File: config.mk
export PLATFORM = sky130hd
export DESIGN_NAME = corescore_reset_sequencer
export DESIGN_NICKNAME = d
export VERILOG_FILES = /design/src/rtl/corescore_reset_sequencer.sv
export SDC_FILE = /design/constraint.sdc
export NUM_CORES = 1
export LEC_CHECK = 0
export CAP_MARGIN = 10
export CELL_PAD_IN_SITES_DETAIL_PLACEMENT = 0
export CELL_PAD_IN_SITES_GLOBAL_PLACEMENT = 1
export CORE_ASPECT_RATIO = 0.9
export CORE_MARGIN = 2
export CORE_UTILIZATION = 40
export CTS_CLUSTER_SIZE = 8
export DETAILED_ROUTE_END_ITERATION = 6
export HOLD_SLACK_MARGIN = 0.12
export PLACE_DENSITY = 0.69
export RECOVER_POWER = 50
export SKIP_CTS_REPAIR_TIMING = 1
export SLEW_MARGIN = 15
export SYNTH_ARGS = -nofsm -noshare
export SYNTH_HDL_FRONTEND = slang
export SYNTH_SLANG_ARGS = --single-unit
File: constraint.sdc
create_clock -name i_clk -period 2.9 [get_ports i_clk]
set_input_delay 0.29 -clock i_clk [delete_from_list [all_inputs] [get_ports i_clk]]
set_output_delay 0.29 -clock i_clk [all_outputs]
set_load 0.01 [all_outputs]
File: src/rtl/corescore_reset_sequencer.sv
// Reset sequencer: qualifies MMCM lock for HOLD_CYCLES, then releases CHANNELS
// resets in ascending order STAGGER cycles apart, and counts losses of established lock.
module corescore_reset_sequencer #(
    parameter int CHANNELS    = 4,
    parameter int HOLD_CYCLES = 1024,
    parameter int STAGGER     = 16,
    parameter int CNT_W       = 8
) (
    input  logic                i_clk,
    input  logic                i_rst,
    input  logic                i_locked,
    input  logic                i_force,
    output logic [CHANNELS-1:0] o_rst,
    output logic                o_ready,
    output logic [CNT_W-1:0]    o_lock_losses,
    output logic [1:0]          o_state
);

    localparam int HOLD_W = (HOLD_CYCLES > 1) ? $clog2(HOLD_CYCLES) : 1;
    localparam int STG_W  = (STAGGER > 1) ? $clog2(STAGGER) : 1;
    localparam int IDX_W  = (CHANNELS > 1) ? $clog2(CHANNELS) : 1;

    localparam logic [HOLD_W-1:0] HOLD_LAST  = HOLD_W'(HOLD_CYCLES - 1);
    localparam logic [STG_W-1:0]  STG_RELOAD = STG_W'(STAGGER - 1);
    localparam logic [IDX_W-1:0]  IDX_LAST   = IDX_W'(CHANNELS - 1);

    typedef enum logic [1:0] {
        WAIT_LOCK = 2'd0,
        HOLD      = 2'd1,
        RELEASE   = 2'd2,
        RUN       = 2'd3
    } state_t;

    state_t              state, state_nx;
    logic                sync_meta, locked_s;
    logic [HOLD_W-1:0]   hold_cnt, hold_nx, hold_inc;
    logic [IDX_W-1:0]    idx, idx_nx;
    logic [STG_W-1:0]    stg_cnt, stg_nx;
    logic [CHANNELS-1:0] rst_nx;
    logic                ready_nx;
    logic [CNT_W-1:0]    losses_nx;
    logic                lost;

    // Two-flop synchroniser; only locked_s is seen by the sequencing logic.
    always_ff @(posedge i_clk or posedge i_rst) begin
        if (i_rst) begin
            sync_meta <= 1'b0;
            locked_s  <= 1'b0;
        end else begin
            sync_meta <= i_locked;
            locked_s  <= sync_meta;
        end
    end

    always_ff @(posedge i_clk or posedge i_rst) begin
        if (i_rst) begin
            state         <= WAIT_LOCK;
            hold_cnt      <= '0;
            idx           <= '0;
            stg_cnt       <= '0;
            o_rst         <= '1;
            o_ready       <= 1'b0;
            o_lock_losses <= '0;
        end else begin
            state         <= state_nx;
            hold_cnt      <= hold_nx;
            idx           <= idx_nx;
            stg_cnt       <= stg_nx;
            o_rst         <= rst_nx;
            o_ready       <= ready_nx;
            o_lock_losses <= losses_nx;
        end
    end

    assign hold_inc = hold_cnt + 1'b1;

    always_comb begin
        state_nx  = state;
        hold_nx   = hold_cnt;
        idx_nx    = idx;
        stg_nx    = stg_cnt;
        rst_nx    = o_rst;
        ready_nx  = 1'b0;
        losses_nx = o_lock_losses;

        // Only a lock that had already been qualified counts as a loss.
        lost = !locked_s && (state == RELEASE || state == RUN);
        if (lost && (o_lock_losses != '1)) begin
            losses_nx = o_lock_losses + 1'b1;
        end

        if (i_force || lost) begin
            state_nx = WAIT_LOCK;
            rst_nx   = '1;
            hold_nx  = '0;
            idx_nx   = '0;
            stg_nx   = '0;
        end else begin
            case (state)
                WAIT_LOCK: begin
                    rst_nx = '1;
                    if (locked_s) begin
                        hold_nx  = '0;
                        idx_nx   = '0;
                        stg_nx   = '0;
                        state_nx = (HOLD_CYCLES == 1) ? RELEASE : HOLD;
                    end
                end
                HOLD: begin
                    rst_nx = '1;
                    if (!locked_s) begin
                        state_nx = WAIT_LOCK;
                        hold_nx  = '0;
                    end else begin
                        hold_nx = hold_inc;
                        if (hold_inc == HOLD_LAST) begin
                            state_nx = RELEASE;
                            idx_nx   = '0;
                            stg_nx   = '0;
                        end
                    end
                end
                RELEASE: begin
                    // Channel idx is released when the stagger countdown hits zero.
                    if (stg_cnt == '0) begin
                        for (int k = 0; k < CHANNELS; k++) begin
                            if (IDX_W'(k) == idx) begin
                                rst_nx[k] = 1'b0;
                            end
                        end
                        if (idx == IDX_LAST) begin
                            state_nx = RUN;
                        end else begin
                            idx_nx = idx + 1'b1;
                            stg_nx = STG_RELOAD;
                        end
                    end else begin
                        stg_nx = stg_cnt - 1'b1;
                    end
                end
                RUN: begin
                    rst_nx   = '0;
                    ready_nx = 1'b1;
                end
                default: begin
                    state_nx = WAIT_LOCK;
                    rst_nx   = '1;
                end
            endcase
        end
    end

    assign o_state = state;

endmodule
## Word-level counts from Yosys, hierarchy flattened

Index checks and enable logic that the tools add are counted.

| word-level totals | value |
|---|---|
| flip-flop bits (word level) | 33 |
| input port bits | 4 |
| output and inout port bits | 15 |
| word-level logic and storage cells | 90 |

| operators by class | value |
|---|---|
| add/subtract/negate cells | 4 |
| equality and inequality tests | 21 |
| multiplexer cells | 34 |
| reduce and logical (&&, ||, !) cells | 19 |

Operator list:

| cell | number |
|---|---|
| $mux 4 | 8 |
| $mux 10 | 3 |
| $mux 2 | 12 |
| $pmux 4 s3 | 2 |
| $pmux 10 s2 | 1 |
| $ne 3x1->1 const B | 6 |
| $ne 3x3->1 const B | 4 |
| $pmux 2 s3 | 2 |
| $add 10x1->10 const B | 1 |
| $eq 10x10->1 const B | 1 |
| $reduce_and 2->1 | 5 |
| $reduce_and 5->1 | 2 |
| $add 8x1->8 const B | 1 |
| $ne 4x4->1 const B | 2 |
| $ne 8x8->1 const B | 1 |
| $eq 2x2->1 const B | 3 |
| $mux 1 | 6 |
| $reduce_and 6->1 | 1 |
| $eq 2x2->1 const A | 2 |
| $logic_not 2->1 | 2 |
| $logic_not 4->1 | 1 |
| $reduce_bool 4->1 | 1 |
| $sub 4x1->4 const B | 1 |
| $reduce_bool 3->1 | 1 |
| other kinds (7) | 9 |

## Logic depth before layout (Yosys ltp)

Gate-level depths: netlist (run 1).

| depth | value |
|---|---|
| word-level depth | 6 |
| gate-level depth with buffers | 9 |
| gate-level depth less buffers | 9 |

## Least setup slack after synthesis (run 1)

Ideal clock, no wire load.

| timing | value |
|---|---|
| path type | register -> register |
| start | register hold_cnt[0] |
| end | register stg_cnt[2] |
| library setup time | 122 ps |
| arrival | 1893 ps |
| data required time | 2778 ps |
| setup slack | 886 ps |
| cell stages (with the launch flop) | 10 |
| path buffers | 1 |
| period minus slack after synthesis | 2014 ps |
| path through | dfrtp_1 ha_1 nand4_1 xor2_1 nor3b_1 o2111ai_2 o21ai_2 buf_6 o21ai_2 a32o_1 |

| on the way | value |
|---|---|
| word-level cells in the longest chain between the ends | 4 |

Ends and longest elaborated chain:

| item | line | source |
|---|---|---|
| from (decl) | 36 | `logic [HOLD_W-1:0] hold_cnt, hold_nx, hold_inc;` |
| from (signal assigned) | 66 | `hold_cnt <= hold_nx;` |
| $add 10x1->10 | 75 | `assign hold_inc = hold_cnt + 1'b1;` |
| $eq 10x10->1 | 116 | `if (hold_inc == HOLD_LAST) begin` |
| $ne 3x3->1 (no source line) | n/a |  |
| $reduce_and 5->1 (no source line) | n/a |  |
| to (signal assigned) | 68 | `stg_cnt <= stg_nx;` |
| to (decl) | 38 | `logic [STG_W-1:0] stg_cnt, stg_nx;` |

No other way between the ends.
A chain may end at the register's enable or synchronous reset.

## Final worst setup path (run 1)

| timing | value |
|---|---|
| start | register hold_cnt[0] |
| end | register stg_cnt[1] |

Same word-level chain as after synthesis.

==> flow_summary.yaml, run 1 <==
outcome:
  status: "finished, violations left"
  violations: "capacitance limit, slew limit"
floorplan:
  placementRows: 23
  die_w_um: 76.3
  io-pin-count: 19
  fp.dieH_um: 69.0
  design.core.area_sq_um: 4490
  start_util_pct: 41.9
  dieArea_sq_um: 5260
timing:
  whs_ns: 0.349
  period_minus_slack_ns: 2.40
  fmaxAchievable_ghz: 0.417
  rsz0062_at_grt: "no"
  relSlewSlack_pct: -16.2
  finalCritPeriodShare_pct: 82.7
  setup_viol: 0
  hold_viol_final: 0
  worst_pin_slew_ns: 1.74
  final_max_slew_viol_count: 34
  fin_worst_skew_ns: 0.00323
  tns_ns: 0
clock_tree:
  clk_latency_ns: 0.28
  clk_path_buf_depth: 2
  clk_pin_slew_worst_paths_ns: 0.07
  cts_tree: "yes"
  clock-root-buffer: "clkbuf_8"
  clock_sinks: 33
  cts_inserted_buffers: 5
  htree_levels: 2
drt:
  dr_total_vias: 1483
  vias_per_cell: 5.30
  wl_per_cell_um: 13.5
  firstDrtPassIters: 4
  ant_nets: 0
  drcViolationCount: 0
  first_iter_violations: 66
  wirelength_mm: 3.78
synthesis:
  synth-seq-area-share_pct: 44.2
  synthArstFlopShare_pct: 100
  avgSynthCellArea_sq_um: 9.64
  synth.distinct_cells: 42
  yosys.area.top_type_share_pct: 38.6
  syn_inst: 195
  synth_area_leaders: "dfrtp_1 (39%), ha_1 (8.0%), dfstp_2 (5.6%)"
  synthFlopType: "dfrtp_1"
  syn_area_sq_um: 1880
  synth_seq_cells: 33
  yosys_warnings: 0
  yosysTopAreaCell: "dfrtp_1"
  synth_edf_count: 0
  syn-num-nets: 211
worst_setup_path:
  cpLargestDelayFamily: "compound AO/OA/AOI/OAI gates"
  crit_buf_inv: 0
  startpoint: "hold_cnt[0]$_DFFE_PP0P_"
  required_ns: 3.07
  r2r-start: "hold_cnt[0]$_DFFE_PP0P_"
  r2r_end: "stg_cnt[1]$_DFFE_PP0P_"
  r2r_cells: 8
  cpPeakStageDelay_ns: 0.47
  critPathKind: "flip-flop to flip-flop"
  worstPathArrival_ns: 2.57
  end_kind: "flip-flop"
  crit_chain: "ha_1, nand4_1, xor2_1, nor3b_1, o2111ai_2, o21ai_2, nand2_1, a32o_1"
  reg2reg_slack_ns: 0.50
  cp_slowest_cell: "o21ai_2"
  critical_path.max_fanout: 12
  crit_path_start_kind: "flip-flop"
grt:
  grt_pass1_wl_mm: 6.60
  grt_max_degree: 34
  grt_overflow_total: 0
  antenna_found_initial: 0
  grt_pass1_vias: 1459
  grt_usage_pct: 15.4
finish:
  drive_above_1_share_pct: 13.3
  utilization_pct: 48.8
  finalNonFillerCells: 280
  n_antenna_cell: 0
  fin_nets: 233
  area_growth_pct: 16.5
hold_path:
  hold_path_class: "flip-flop to flip-flop"
  hold_path.startpoint: "sync_meta$_DFF_PP0_"
  min_path_cells: 0
  min_to: "locked_s$_DFF_PP0_"
power:
  cellPowerDensity_nw_per_um2: 467
  leakage_nw: 0.947
  ir_drop_v: 0.000249
  power.total_mw: 1.02
place:
  dp.cells: 272
  gp_congestion: 0.785
  dpl.hpwl_mm: 2.76
  port_buffers: 18
run:
  drv_cap: 1
[report_power, final]
group | leakage [nW] | switching, mW | total, mW | internal (mW)
registers | 0.440 | 0.0178 | 0.495 | 0.477
logic | 0.462 | 0.131 | 0.203 | 0.0724
clock network | 0.0450 | 0.159 | 0.325 | 0.166
total | 0.947 | 0.307 | 1.02 | 0.715
[Yosys cell counts, drive strengths merged (2+ instances only)]
| master | count |
|---|---|
| a21oi | 7 |
| a31o | 5 |
| a31oi | 4 |
| a32o | 2 |
| and3 | 3 |
| buf | 4 |
| dfrtp | 29 |
| dfstp | 4 |
| ha | 12 |
| inv | 11 |
| nand2 | 25 |
| nand2b | 3 |
| nand3 | 8 |
| nand3b | 2 |
| nand4 | 6 |
| nor2 | 14 |
| nor2b | 2 |
| nor3 | 2 |
| nor3b | 3 |
| o21ai | 20 |
| o31ai | 2 |
| o41ai | 2 |
| xnor2 | 6 |
| xor2 | 5 |
[how the worst max path moves through the flow]
stage / cells past startpoint / slack (ns) / endpoint
after floorplan: 9 / 0.89 / stg_cnt[2]$_DFFE_PP0P_
after global placement: 8 / 0.62 / stg_cnt[1]$_DFFE_PP0P_
after detailed placement: 8 / 0.50 / stg_cnt[1]$_DFFE_PP0P_
after CTS: 8 / 0.49 / stg_cnt[1]$_DFFE_PP0P_
after global routing: 8 / 0.27 / stg_cnt[1]$_DFFE_PP0P_
final: 8 / 0.50 / stg_cnt[1]$_DFFE_PP0P_
[stage by stage]
stage / worst slack, ns / instance area [sq um]
2_1_floorplan: 0.886 / 1880
3_3_place_gp: 0.624 / 2110
3_5_place_dp: 0.499 / 2110
4_1_cts: 0.488 / 2190
5_1_grt: 0.272 / 2190
6_report: 0.502 / 2190
[state kept, by name, summed over array words and instances, names as in the netlist, 2 cells and up]
register / cells
hold_cnt: 10
o_lock_losses: 8
o_rst: 4
stg_cnt: 4
idx: 2
o_state: 2
[cells in the final DEF (no fill, tap or decap), types with 3 or more instances in the layout]
master            n
dfrtp_1          29
nand2_1          23
o21ai_0          18
nor2_1           14
ha_1             12
clkdlybuf4s50_1  12
inv_1            11
nand3_1           8
a21oi_1           7
nand4_1           6
xnor2_1           6
dlygate4sd3_1     6
a31o_2            5
xor2_1            5
clkbuf_8          5
a31oi_1           4
dfstp_2           4
nand2b_1          3
nor3b_1           3
and3_1            3
[cell type report]
type                    instances  area [sq um]
multi-input cells             146           966
well taps                      62          77.6
clock buffers                   6          72.6
clock inverters                 2          10.0
fillers                       437          2300
inverters                      11          41.3
flip-flops and latches         33           831
repair buffers                 20           191
[per-layer routing]
layer	GRT usage [%]	vias to the layer above	part of all wire [%]
li1	-	737	-
met3	3.53	5	3.3
met4	6.46	0	1.2
met2	25.0	25	47
met1	19.8	716	48
met5	0	-	0
[cell families (layout without fill, tap and decap cells)]
| logic type | Yosys count | after routing | synth area share, % |
|---|---|---|---|
| mux | 1 | 1 | 0.599 |
| simple gates | 75 | 75 | 20.9 |
| xor+xnor | 11 | 11 | 5.13 |
| buf+inv | 16 | 39 | 4.39 |
| compound gates | 47 | 47 | 16.8 |
| flops | 33 | 33 | 44.2 |
| fa+ha+maj | 12 | 12 | 7.99 |
Note: power is estimated with default switching activity, not from simulation.
==> inputs of run 2 (changes only) <==
==> constraint.sdc (replaced) <==
create_clock -name i_clk -period 2.5 [get_ports i_clk]
set_input_delay 0.25 -clock i_clk [delete_from_list [all_inputs] [get_ports i_clk]]
set_output_delay 0.25 -clock i_clk [all_outputs]
set_load 0.01 [all_outputs]
==> run 2 against run 1 <==
Non-clock buffer count increased by 3. Largest power group unchanged. Die area did not move. Utilization up 1.4 points. Sequential share of layout area decreased by 1.1 points. Critical endpoint unchanged. First-iteration DRC count is 30% lower. Sequential power increased by 16%. Sequential cell count did not move. Register-to-register slack worse by 0.27 ns. Routed wire length grew 0.95%. The flow still finishes with violations (capacitance limit, slew limit).
==> flow_summary.yaml, run 2 (same netlist as run 1, synthesis figures left out) <==
outcome:
  status: "finished, violations left"
  violations: "capacitance limit, slew limit"
clock_tree:
  clock-root-buffer: "clkbuf_8"
  clk_pin_slew_worst_paths_ns: 0.07
  cts_inserted_buffers: 5
  cts_tree: "yes"
  clock_sinks: 33
  clk_latency_ns: 0.28
  htree_levels: 2
  clk_path_buf_depth: 2
worst_setup_path:
  cp_slowest_cell: "dfrtp_1"
  crit_chain: "ha_1, nand4_1, xor2_1, nor3b_1, o2111ai_2, o21ai_4, nand2_1, a32o_1"
  critPathKind: "flip-flop to flip-flop"
  r2r-start: "hold_cnt[0]$_DFFE_PP0P_"
  startpoint: "hold_cnt[0]$_DFFE_PP0P_"
  cpPeakStageDelay_ns: 0.43
  required_ns: 2.67
  reg2reg_slack_ns: 0.23
  critical_path.max_fanout: 12
  worstPathArrival_ns: 2.44
  crit_path_start_kind: "flip-flop"
  end_kind: "flip-flop"
power:
  cellPowerDensity_nw_per_um2: 600
  power.total_mw: 1.35
  ir_drop_v: 0.000382
  leakage_nw: 0.976
grt:
  antenna_found_initial: 0
  grt_overflow_total: 0
  grt_pass1_wl_mm: 6.51
  grt_max_degree: 34
  grt_usage_pct: 15.2
  grt_pass1_vias: 1455
drt:
  firstDrtPassIters: 4
  drcViolationCount: 0
  dr_total_vias: 1489
  wirelength_mm: 3.81
  first_iter_violations: 46
  vias_per_cell: 5.26
  wl_per_cell_um: 13.5
  ant_nets: 0
floorplan:
  fp.dieH_um: 69.0
  design.core.area_sq_um: 4490
  io-pin-count: 19
  die_w_um: 76.3
  dieArea_sq_um: 5260
  start_util_pct: 41.9
  placementRows: 23
timing:
  whs_ns: 0.356
  final_max_slew_viol_count: 34
  period_minus_slack_ns: 2.27
  relSlewSlack_pct: -18.9
  worst_pin_slew_ns: 1.78
  rsz0062_at_grt: "no"
  fmaxAchievable_ghz: 0.440
  setup_viol: 0
  tns_ns: 0
  fin_worst_skew_ns: 0.00652
  finalCritPeriodShare_pct: 90.9
  hold_viol_final: 0
run:
  drv_cap: 1
finish:
  multi_input_comb_area_sq_um: 973
  largest_reg_flops: 10
  n_antenna_cell: 0
  seq_area_sq_um: 831
  drive_above_1_share_pct: 14.5
  utilization_pct: 50.2
  top_register: "hold_cnt"
  final_common_cell: "dfrtp_1"
  area_growth_pct: 19.9
  nFillCells: 442
  final_cell_mix: "dfrtp_1 (29), nand2_1 (23), o21ai_0 (18)"
  reg_top3: "hold_cnt x10, o_lock_losses x8"
  fin_nets: 236
place:
  gp_congestion: 0.784
  port_buffers: 18
  dpl.hpwl_mm: 2.78
hold_path:
  hold_path_class: "flip-flop to flip-flop"
  hold_path.startpoint: "sync_meta$_DFF_PP0_"
## run 2: cell type report
type	count	area share, %
Tap cell	62	3.44
Multi-Input combinational cell	146	43.2
Inverter	11	1.83
Sequential cell	33	36.9
Clock inverter	1	1.33
Clock buffer	7	3.83
Timing Repair Buffer	23	9.49
## run 2: metrics by stage
step / area [sq um] / instances / setup WS, ns
2_1_floorplan: 1880 / 195 / 0.486
3_3_place_gp: 2130 / 275 / 0.242
3_5_place_dp: 2130 / 275 / 0.154
4_1_cts: 2250 / 283 / 0.138
5_1_grt: 2250 / 283 / 0.0144
6_report: 2250 / 283 / 0.227
## run 2: routing by layer
metal  track usage (%)  routed length, um  share of wire (%)
met1              18.9               1810                 48
met4              5.45                 26               0.68
met5                 0                  0                  0
met3              3.66                116                3.0
met2              25.7               1860                 49
## run 2: report_power, final
group          switching [mW]  leakage [nW]  internal, mW  total [mW]
sequential             0.0214         0.440         0.553       0.574
clock                   0.189        0.0585         0.325       0.514
combinational           0.159         0.478         0.104       0.263
total                   0.370         0.976         0.982        1.35
## run 2: critical path: cells and delay by family (launching register included)
kind	cells	cell delay (ns)
adders and majority gates	1	0.28
xor gates and xnor gates	1	0.16
AOI/OAI and AO/OA	3	0.82
DFF	1	0.43
and+or+nand+nor	3	0.46
## run 2: path summary, 6_finish.rpt
| check | endpoint | cells after the start |
|---|---|---|
| worst max-delay path | stg_cnt[1]$_DFFE_PP0P_ | 8 |
| worst min-delay path | locked_s$_DFF_PP0_ | 0 |
| worst max register to register | stg_cnt[1]$_DFFE_PP0P_ | 8 |
| worst min register to register | locked_s$_DFF_PP0_ | 0 |
| max in group asynchronous | o_ready$_DFF_PP0_ | 3 |
| min in group asynchronous | hold_cnt[8]$_DFFE_PP0P_ | 3 |
==> inputs of run 3 (changes only) <==
--- a/config.mk
+++ b/config.mk
@@ -9,7 +9,6 @@
 export CELL_PAD_IN_SITES_DETAIL_PLACEMENT = 0
 export CELL_PAD_IN_SITES_GLOBAL_PLACEMENT = 1
 export CORE_ASPECT_RATIO = 0.9
-export CORE_MARGIN = 2
 export CORE_UTILIZATION = 40
 export CTS_CLUSTER_SIZE = 8
 export DETAILED_ROUTE_END_ITERATION = 6
==> run 3 against run 2 <==
The flow still finishes with violations (capacitance limit, slew limit). Critical path type unchanged. Power up 5.8%. Non-clock buffer count unchanged. Sequential power about the same. Worst hold slack worse by 0.0058 ns. Final cell count unchanged. Highest routed layer unchanged.
==> flow_summary.yaml, run 3 (same netlist as run 1, synthesis figures left out) <==
timing:
  fmaxAchievable_ghz: 0.443
  fin_worst_skew_ns: 0.00675
  setup_viol: 0
  hold_viol_final: 0
  finalCritPeriodShare_pct: 90.2
  relSlewSlack_pct: -15.0
  final_max_slew_viol_count: 34
  period_minus_slack_ns: 2.26
  rsz0062_at_grt: "no"
  worst_pin_slew_ns: 1.72
  whs_ns: 0.351
  tns_ns: 0
finish:
  final_common_cell: "dfrtp_1"
  top_register: "hold_cnt"
  reg_top3: "hold_cnt x10, o_lock_losses x8"
  largest_reg_flops: 10
  fin_area_sq_um: 2270
  nFillCells: 445
  final_cell_mix: "dfrtp_1 (29), nand2_1 (23), o21ai_0 (18)"
  area_growth_pct: 20.8
  n_antenna_cell: 0
  fin_nets: 236
  drive_above_1_share_pct: 14.9
drt:
  drcViolationCount: 0
  first_iter_violations: 81
  dr_total_vias: 1484
  vias_per_cell: 5.24
  wirelength_mm: 3.76
  wl_per_cell_um: 13.3
  ant_nets: 0
  firstDrtPassIters: 4
floorplan:
  die_w_um: 74.3
  design.core.area_sq_um: 4490
  start_util_pct: 41.9
  placementRows: 23
  io-pin-count: 19
  fp.dieH_um: 67.0
  dieArea_sq_um: 4980
hold_path:
  hold_path.startpoint: "sync_meta$_DFF_PP0_"
  hold_path_class: "flip-flop to flip-flop"
outcome:
  status: "finished, violations left"
  violations: "capacitance limit, slew limit"
power:
  cellPowerDensity_nw_per_um2: 629
  leakage_nw: 0.986
  ir_drop_v: 0.000318
  power.total_mw: 1.43
  sw_frac_of_total_pct: 26.3
  p_comb_share_pct: 18.3
  p_int_mw: 1.05
  p_switching_uw: 376
  seqPwrFrac_pct: 40.2
  power_frac_clock_pct: 41.5
worst_setup_path:
  reg2reg_slack_ns: 0.24
  r2r-start: "hold_cnt[0]$_DFFE_PP0P_"
  r2r_cells: 8
  critical_path_depth: 8
  r2r_end: "stg_cnt[1]$_DFFE_PP0P_"
  worstPathArrival_ns: 2.43
  crit_path_start_kind: "flip-flop"
  crit_end: "stg_cnt[1]$_DFFE_PP0P_"
  cpLargestDelayFamily: "compound AO/OA/AOI/OAI gates"
  cp_slowest_cell: "dfrtp_1"
  critPathKind: "flip-flop to flip-flop"
  crit_chain: "ha_1, nand4_1, xor2_1, nor3b_1, o2111ai_2, o21ai_4, nand2_1, a32o_1"
  cpPeakStageDelay_ns: 0.43
  critical_path.max_fanout: 12
  crit_buf_inv: 0
  required_ns: 2.67
  end_kind: "flip-flop"
  startpoint: "hold_cnt[0]$_DFFE_PP0P_"
clock_tree:
  cts_tree: "yes"
  clock-root-buffer: "clkbuf_8"
  clk_path_buf_depth: 2
  htree_levels: 2
  clock_sinks: 33
  clk_latency_ns: 0.28
  cts_inserted_buffers: 5
  clk_pin_slew_worst_paths_ns: 0.07
place:
  gp_congestion: 0.766
  port_buffers: 18
  dpl.hpwl_mm: 2.76
  dpl_cell_area_sq_um: 2130
grt:
  grt_max_degree: 34
  grt_overflow_total: 0
  antenna_found_initial: 0
  grt_usage_pct: 17.3
  grt_pass1_wl_mm: 6.36
  grt_pass1_vias: 1379
run:
  drv_cap: 1
[run 3: cell types whose count changed in the layout (fill, tap and decap cells not counted), sizes merged]
cell           previous run  this run
clkbuf                    8         6
bufinv                    1         2
clkdlybuf4s50            12        13
clkinv                    0         1
dlygate4sd3               6         5
[run 3: cell type report]
cell class	instances	area, sq um	share of cell area, %
multi-input combinational	146	973	42.9
sequential	33	831	36.6
timing repair buffer	23	214	9.42
tap	62	77.6	3.42
clock buffer	5	68.8	3.03
clock inverter	3	65.1	2.87
inverter	11	41.3	1.82
[run 3: power groups by stage]
| stage | Clock [mW] | Combinational, mW | Sequential (mW) |
|---|---|---|---|
| final | 0.593 | 0.262 | 0.575 |
| after global routing | 0.638 | 0.298 | 0.578 |
| after CTS | 0.612 | 0.259 | 0.575 |
| after detailed placement | 0 | 0.259 | 0.585 |
| after global placement | 0 | 0.250 | 0.583 |
| after floorplan | 0 | 0.184 | 0.582 |
[run 3: worst min-delay path by stage]
stage                     endpoint  depth (start not counted)
2_1_floorplan  sync_meta$_DFF_PP0_                          0
3_3_place_gp    locked_s$_DFF_PP0_                          0
3_5_place_dp    locked_s$_DFF_PP0_                          0
4_1_cts         locked_s$_DFF_PP0_                          0
5_1_grt         locked_s$_DFF_PP0_                          0
6_report        locked_s$_DFF_PP0_                          0
[run 3: metal layers]
| layer | GRT usage (%) | wire length, um |
|---|---|---|
| met5 | 0 | 0 |
| met4 | 7.08 | 47 |
| met3 | 4.08 | 142 |
| met2 | 29.2 | 1800 |
| met1 | 21.2 | 1770 |
[run 3: metrics by stage]
stage               setup slack (ns)  util (%)  std cells
floorplan                      0.486         -        195
global placement               0.241      47.5        275
detailed placement             0.141      47.5        275
CTS                            0.137      50.5        283
global route                  0.0597      50.6        283
finish                         0.244      50.6        283
